--- src/rtl/mbist_march_ctrl.sv ---
// mbist_march_ctrl: March C memory BIST controller for a single-port RAM
// whose read data appears one cycle after the address.
// Optional feature: define MBIST_STOP_ON_FAIL_EN to end the test on the
// first miscompare instead of finishing all seven elements.
module mbist_march_ctrl #(
  parameter int                ADDR_W = 6,
  parameter int                DATA_W = 8,
  parameter logic [DATA_W-1:0] BG0    = 8'h00,
  parameter logic [DATA_W-1:0] BG1    = 8'hFF
) (
  input  logic              clk,
  input  logic              rst_n,
  input  logic              start,
  output logic              busy,
  output logic              done,
  output logic              fail,
  output logic [ADDR_W-1:0] fail_addr,
  output logic [2:0]        fail_elem,
  output logic [ADDR_W-1:0] ram_addr,
  output logic [DATA_W-1:0] ram_data_in,
  output logic              ram_write_en,
  input  logic [DATA_W-1:0] ram_data_out
);

`ifdef MBIST_STOP_ON_FAIL_EN
  localparam bit STOP_ON_FAIL = 1'b1;
`else
  localparam bit STOP_ON_FAIL = 1'b0;
`endif

  localparam logic [ADDR_W-1:0] ADDR_MAX = '1;

  typedef enum logic [2:0] {IDLE, RD, WR, CMP, DONE} state_t;

  state_t      state;
  logic [2:0]  elem;

  logic              cur_down;
  logic              nxt_down;
  logic [2:0]        nxt_elem;
  logic              at_end;
  logic              read_only;
  logic              miscompare;
  logic              last_cmp;
  logic [DATA_W-1:0] exp_data;
  logic [DATA_W-1:0] wr_data;

  // Decode the current march element: direction, terminal address, backgrounds and compare result
  always_comb begin
    cur_down   = (elem == 3'd4) || (elem == 3'd5);
    nxt_elem   = elem + 3'd1;
    nxt_down   = (nxt_elem == 3'd4) || (nxt_elem == 3'd5);
    at_end     = cur_down ? (ram_addr == '0) : (ram_addr == ADDR_MAX);
    read_only  = (elem == 3'd3) || (elem == 3'd6);
    exp_data   = ((elem == 3'd2) || (elem == 3'd5)) ? BG1 : BG0;
    wr_data    = ((elem == 3'd1) || (elem == 3'd4)) ? BG1 : BG0;
    miscompare = (((state == WR) && (elem != 3'd0)) || (state == CMP)) &&
                 (ram_data_out != exp_data);
    last_cmp   = (state == CMP) && (elem == 3'd6) && at_end;
  end

  // March sequencer: state, address walk, RAM strobes and fail capture, all registered
  always_ff @(posedge clk or negedge rst_n) begin
    if (!rst_n) begin
      state        <= IDLE;
      elem         <= 3'd0;
      busy         <= 1'b0;
      done         <= 1'b0;
      fail         <= 1'b0;
      fail_addr    <= '0;
      fail_elem    <= 3'd0;
      ram_addr     <= '0;
      ram_data_in  <= BG0;
      ram_write_en <= 1'b0;
    end else begin
      case (state)
        IDLE, DONE: begin
          if ((state == DONE) && busy) begin
            busy <= 1'b0;
            done <= 1'b1;
          end else if (start) begin
            state        <= WR;
            elem         <= 3'd0;
            busy         <= 1'b1;
            done         <= 1'b0;
            fail         <= 1'b0;
            fail_addr    <= '0;
            fail_elem    <= 3'd0;
            ram_addr     <= '0;
            ram_data_in  <= BG0;
            ram_write_en <= 1'b1;
          end
        end
        RD: begin
          state        <= read_only ? CMP : WR;
          ram_write_en <= !read_only;
          ram_data_in  <= read_only ? BG0 : wr_data;
        end
        WR, CMP: begin
          if (miscompare && !fail) begin
            fail      <= 1'b1;
            fail_addr <= ram_addr;
            fail_elem <= elem;
          end
          if ((STOP_ON_FAIL && miscompare && !fail) || last_cmp) begin
            state        <= DONE;
            ram_write_en <= 1'b0;
            ram_data_in  <= BG0;
          end else if (at_end) begin
            state        <= RD;
            elem         <= nxt_elem;
            ram_addr     <= nxt_down ? ADDR_MAX : '0;
            ram_write_en <= 1'b0;
            ram_data_in  <= BG0;
          end else begin
            ram_addr <= cur_down ? (ram_addr - 1'b1) : (ram_addr + 1'b1);
            if (elem == 3'd0) begin
              state        <= WR;
              ram_write_en <= 1'b1;
              ram_data_in  <= BG0;
            end else begin
              state        <= RD;
              ram_write_en <= 1'b0;
              ram_data_in  <= BG0;
            end
          end
        end
        default: state <= IDLE;
      endcase
    end
  end

endmodule

--- config.mk ---
export PLATFORM = sky130hd
export DESIGN_NAME = mbist_march_ctrl
export DESIGN_NICKNAME = d
export VERILOG_FILES = /design/src/rtl/mbist_march_ctrl.sv
export SDC_FILE = /design/constraint.sdc
export NUM_CORES = 1
export LEC_CHECK = 0
export CAP_MARGIN = 10
export CELL_PAD_IN_SITES_DETAIL_PLACEMENT = 1
export CELL_PAD_IN_SITES_GLOBAL_PLACEMENT = 1
export CORE_MARGIN = 8
export CORE_UTILIZATION = 34
export DETAILED_ROUTE_END_ITERATION = 16
export HOLD_SLACK_MARGIN = 0.15
export PLACE_DENSITY = 0.73
export SETUP_SLACK_MARGIN = 0.3
export SKIP_LAST_GASP = 1
export SYNTH_ARGS = -nofsm -noshare
export SYNTH_HDL_FRONTEND = slang
export SYNTH_SLANG_ARGS = --single-unit
--- constraint.sdc ---
create_clock -name clk -period 2.2 [get_ports clk]
set_input_delay 0.55 -clock clk [delete_from_list [all_inputs] [get_ports clk]]
set_output_delay 0.55 -clock clk [all_outputs]
set_load 0.01 [all_outputs]
Yosys cells after proc, flatten, opt, wreduce, memory -nomap -nowiden. Index checks and enable logic that the tools add are counted.

Word-level logic and storage cells: 103. Bits in registers: 33. Bits of input ports: 11. Output and inout bits: 27.

Eq/ne operators: 19. Mux-type cells: 42. Add/sub/neg operators: 3. Reduce and logical (&&, ||, !) cells: 29.

Operators with widths (count): $mux W6 (7); $mux W8 (5); $mux W3 (8); $pmux W6 S2 (2); $pmux W8 S3 (1); $eq A3 B3 Y1 const B (6); $eq A3 B2 Y1 const B (4); $mux W1 (12); $pmux W3 S2 (2); $ne A2 B2 Y1 const B (5); $pmux W3 S3 (1); $ne A8 B8 Y1 (1); $reduce_and A4 Y1 (2); $add A6 B1 Y6 const B (1); $eq A3 B1 Y1 const B (2); $eq A6 B6 Y1 const B (1); $logic_and A1 B1 Y1 (6); $logic_not A3 Y1 (2); $logic_not A6 Y1 (1); $logic_or A1 B1 Y1 (6); $reduce_bool A3 Y1 (2); $sub A6 B1 Y6 const B (1); $reduce_and A5 Y1 (1); $mux W2 (2); 8 further kinds (12).

Logic depth before layout (Yosys ltp).
Word-level depth: 8. Mapped depth: 11. Gate-level depth less buffers: 11.

Worst setup path before layout. Ideal clock, no wire load.

Path type: register to register. Start: register elem[0]. End: register ram_addr[5]. Clock period less this slack: 2383 ps. Data required time: 2079 ps. Library setup time: 121 ps. Stages on the path, launching flop included: 11. Buffers on the path: 0. Arrival time: 2262 ps. Slack: -183 ps. Path through: dfrtp_1 > inv_1 > ha_1 > o21a_2 > ha_1 > a211oi_1 > o21bai_1 > a21oi_1 > xnor2_1 > o21ba_1 > o22a_1.

Cells in the longest elaborated chain, start to end: 7.

Ends and longest elaborated chain: from (decl) (line 36) `logic [2:0] elem;`; from (signal assigned) (line 111) `elem <= nxt_elem;`; $add A3 B1 Y3 (line 51) `nxt_elem = elem + 3'd1;`; $eq A3 B3 Y1 (line 52) `nxt_down = (nxt_elem == 3'd4) || (nxt_elem == 3'd5);`; $logic_or A1 B1 Y1 (line 52); $mux W6 (line 112) `ram_addr <= nxt_down ? ADDR_MAX : '0;`; $mux W6 (line 109) `end else if (at_end) begin`; $mux W6 (line 105) `if ((STOP_ON_FAIL && miscompare && !fail) || last_cmp) begin`; $pmux W6 S2 (line 76) `case (state)`; to (signal assigned) (line 112); to (signal assigned) (line 116) `ram_addr <= cur_down ? (ram_addr - 1'b1) : (ram_addr + 1'b1);`; to (decl) (line 19) `output logic [ADDR_W-1:0] ram_addr,`.

Parallel ways exist; a longest one is shown, timed or not. The select of a mux whose other input is x is not followed. A chain may end at the register's enable or synchronous reset.

Final worst setup path.
Start: register elem[1]. End: register ram_addr[5].

The elaborated chain is that of the path after synthesis.

==> flow_metrics.env <==
export IMPL_status="complete, but fails checks"
export IMPL_violations="setup timing"
export IMPL_whs_path_depth=1
export IMPL_grt_overflow_total=0
export IMPL_syn_inst=153
export IMPL_final_nets=241
export IMPL_rsz0062_at_grt="yes"
export IMPL_cts_hold_buf=0
export IMPL_p_leak_nw=1.12
export IMPL_ys_types=43
export IMPL_grt_start_max_net_pins=27
export IMPL_areaGrowthSynthToFinish_pct=65.4
export IMPL_timing_final_crit_period_ns=2.36
export IMPL_critical_path_class="reg -> reg"
export IMPL_dieHeight_um=84.4
export IMPL_slew_headroom_pct=55.6
export IMPL_cts_tree="yes"
export IMPL_htree_levels=1
export IMPL_insertion_delay_ns=0.29
export IMPL_path_max_fanout=6
export IMPL_worst_slack_ns=-0.157
export IMPL_clock_skew_ns=0.00418
export IMPL_port_buffers=37
export IMPL_dp_final_hpwl_um=3750
export IMPL_synth_fp_nets=175
export IMPL_clkTransAtPathRegs_ns=0.10
export IMPL_synth_xor_area_share_pct=2.20
export IMPL_synthMuxAreaShare_pct=2.60
export IMPL_start_kind="register"
export IMPL_synth_seq_area_share_pct=40.9
export IMPL_ys_warn_count=0
export IMPL_initial_core_util_pct=34.3
export IMPL_dp_worst_setup_slack_ns=-0.230
export IMPL_wl_per_cell_um=21.6
export IMPL_powerDensity_nw_per_um2=862
export IMPL_firstDrtPassIters=4
export IMPL_fin_hold_ws_ns=0.510
export IMPL_register_area_um2=661
export IMPL_netlist_area_um2=1590
export IMPL_cts_buffers=3
export IMPL_hp_class="reg -> reg"
export IMPL_cp_required_ns=2.39
export IMPL_yosys_area_share_simple_pct=10.2
export IMPL_yosys_area_share_adder_pct=9.13
export IMPL_setup_viol=9
export IMPL_num_antenna_cells=0
export IMPL_clock_sinks=26
export IMPL_wl_um=5870
export IMPL_worstMarginPinSlew_ns=0.666
export IMPL_clock_root_buffer="clkbuf_8"
export IMPL_peakVddDrop_mv=0.477
export IMPL_hold_viol=0
export IMPL_synth_top_family_by_area="compound AO/OA/AOI/OAI gates"
export IMPL_rows=25
export IMPL_reg2reg_depth=10
export IMPL_ios=38
export IMPL_cap_violations=0
export IMPL_ys_ff_latch=26
export IMPL_first_iter_violations=54
export IMPL_grt_pass1_wl_um=8770
export IMPL_syn_avg_cell_area_um2=10.4
export IMPL_grt_pass1_vias=1642
export IMPL_nFillCells=483
export IMPL_final_period_utilization_pct=107
export IMPL_antenna_left=0
export IMPL_slew_violations=0
export IMPL_drive_gt1_share_pct=39.4
export IMPL_track_usage_pct=15.4
export IMPL_synth_compound_area_share_pct=26.3
export IMPL_worst_setup_path_end_kind="register"
export IMPL_route_vias_total=1514
export IMPL_multi_input_area_um2=1090
export IMPL_drc=0
export IMPL_routed_via_density=5.57
export IMPL_ctsLongestPathBuffers=2
export IMPL_core_area_um2=4630
export IMPL_routabilityCongestion=0.770
export IMPL_die_w_um=84.4
export IMPL_tns_ns=-0.619
export IMPL_antenna_found_initial=0
export IMPL_arrival_ns=2.55
export IMPL_fmaxAchievable_mhz=424
export IMPL_die_area_um2=7120
==> Yosys cell counts <==
| cell | count | share of area [%] |
|---|---|---|
| a21boi_0 | 1 | 0.47 |
| o311ai_0 | 1 | 0.55 |
| dfrtp_1 | 26 | 41 |
| buf_2 | 1 | 0.31 |
| nor4_2 | 1 | 0.79 |
| o22a_1 | 1 | 0.55 |
| clkbuf_1 | 2 | 0.47 |
| a21o_1 | 6 | 2.8 |
| fa_1 | 1 | 1.3 |
| nand4_1 | 4 | 1.6 |
| nor4_1 | 2 | 0.79 |
| a21oi_2 | 1 | 0.55 |
| xor2_1 | 2 | 1.1 |
| o22ai_1 | 1 | 0.39 |
| o31ai_1 | 1 | 0.47 |
| o21ba_1 | 1 | 0.63 |
| buf_6 | 3 | 2.1 |
| nor2b_1 | 1 | 0.39 |
| nand2_1 | 4 | 0.94 |
| a22o_1 | 11 | 6.1 |
| o21a_2 | 1 | 0.55 |
| xnor2_1 | 2 | 1.1 |
| a211oi_1 | 5 | 2.4 |
| o21bai_1 | 1 | 0.47 |
| o31a_1 | 1 | 0.55 |
| nor3_1 | 2 | 0.63 |
| o32a_1 | 1 | 0.63 |
| o32ai_1 | 2 | 1.1 |
| a21oi_1 | 6 | 1.9 |
| mux2i_1 | 3 | 1.9 |
| a32o_1 | 1 | 0.63 |
| buf_4 | 7 | 3.3 |
| a31oi_1 | 2 | 0.79 |
| inv_1 | 10 | 2.4 |
| a31o_2 | 1 | 0.55 |
| ha_1 | 10 | 7.9 |
| nand3_1 | 3 | 0.94 |
| o21a_1 | 2 | 0.94 |
| nor2_1 | 11 | 2.6 |
| nand2b_1 | 4 | 1.6 |
| mux2_2 | 1 | 0.71 |
| o2bb2ai_4 | 1 | 1.7 |
| o21ai_0 | 5 | 1.6 |
==> cell usage in the layout (no fill, tap or decap), drive strengths merged, types with 4 or more instances in the layout <==
cell type      count
a211oi             5
a21o               6
a21oi              7
a22o              11
buf               34
clkbuf             4
clkdlybuf4s50     34
dfrtp             26
ha                10
inv               10
nand2              4
nand2b             4
nand4              4
nor2              12
o21ai              5
==> critical path, stage by stage (launching register included) <==
cell      delay, ns
dfrtp_1        0.38
inv_2          0.09
ha_4           0.17
o21a_4         0.26
ha_4           0.23
a211oi_2       0.24
o21bai_1       0.16
a21oi_2        0.20
xnor2_2        0.12
o21ba_1        0.20
o22a_1         0.20
==> layout make-up <==
type	instances	area share [%]
Clock buffer	3	1.57
Sequential cell	26	25.1
Tap cell	54	2.57
Inverter	10	1.43
Timing Repair Buffer	72	26.8
Multi-Input combinational cell	106	41.3
Clock inverter	1	1.14
==> flip-flops by register name, summed over array words and instances, names as in the netlist <==
signal        cells
ram_data_in       1
done              1
state             3
ram_addr          6
busy              1
elem              3
ram_write_en      1
fail_elem         3
fail_addr         6
fail              1
==> final timing paths <==
kind                                          start                  endpoint  slack, ns
max                             elem[1]$_DFFE_PN0P_   ram_addr[5]$_DFFE_PN0P_      -0.16
min in group asynchronous                     rst_n  ram_write_en$_DFFE_PN0P_       0.63
min                        fail_elem[2]$_DFFE_PN0P_  fail_elem[2]$_DFFE_PN0P_       0.51
max in group asynchronous                     rst_n   ram_addr[2]$_DFFE_PN0P_       1.28
max reg2reg                     elem[1]$_DFFE_PN0P_   ram_addr[5]$_DFFE_PN0P_      -0.16
min reg2reg                fail_elem[2]$_DFFE_PN0P_  fail_elem[2]$_DFFE_PN0P_       0.51
==> where the power goes <==
part	total [mW]	internal [mW]	switching, mW	leakage (nW)
Clock	0.428	0.245	0.183	0.0357
Combinational	1.07	0.609	0.456	0.753
Sequential	0.772	0.607	0.165	0.329
Total	2.27	1.46	0.805	1.12
==> through the flow <==
stage / cells / util [%] / cell area, um2 / power [mW]
finish: 272 / 56.8 / 2630 / 2.27
global route: 272 / 56.8 / 2630 / 2.39
CTS: 260 / 51.8 / 2400 / 2.13
detailed placement: 245 / 45.3 / 2100 / 1.61
global placement: 245 / 45.3 / 2100 / 1.56
floorplan: 153 / - / 1650 / 1.20
==> routing by layer <==
metal	vias up	GRT usage (%)	share of wire, %
met5	-	0	0
met2	37	28.8	56
li1	693	-	-
met3	7	4.29	5.5
met1	777	15.9	37
met4	0	5.50	1.5
==> cell families (layout without fill, tap and decap cells) <==
| kind of cell | after synthesis | count (layout) |
|---|---|---|
| multiplexers | 4 | 5 |
| adder cells (fa/ha/maj) | 11 | 11 |
| AO/OA/AOI/OAI | 53 | 53 |
| flip-flops | 26 | 26 |
| buffers and inverters | 23 | 86 |
| XOR/XNOR | 4 | 4 |
| AND/OR/NAND/NOR | 32 | 33 |
==> timing repair <==
item / 4_1_cts / 5_1_grt
cloned: 1 / 1
pin swaps: 6 / 16
buffers inserted: 10 / 11
resized for setup: 32 / 27
endpoints found under the setup margin: 33 / 30
No activity file was read; power rests on OpenSTA's default activity.
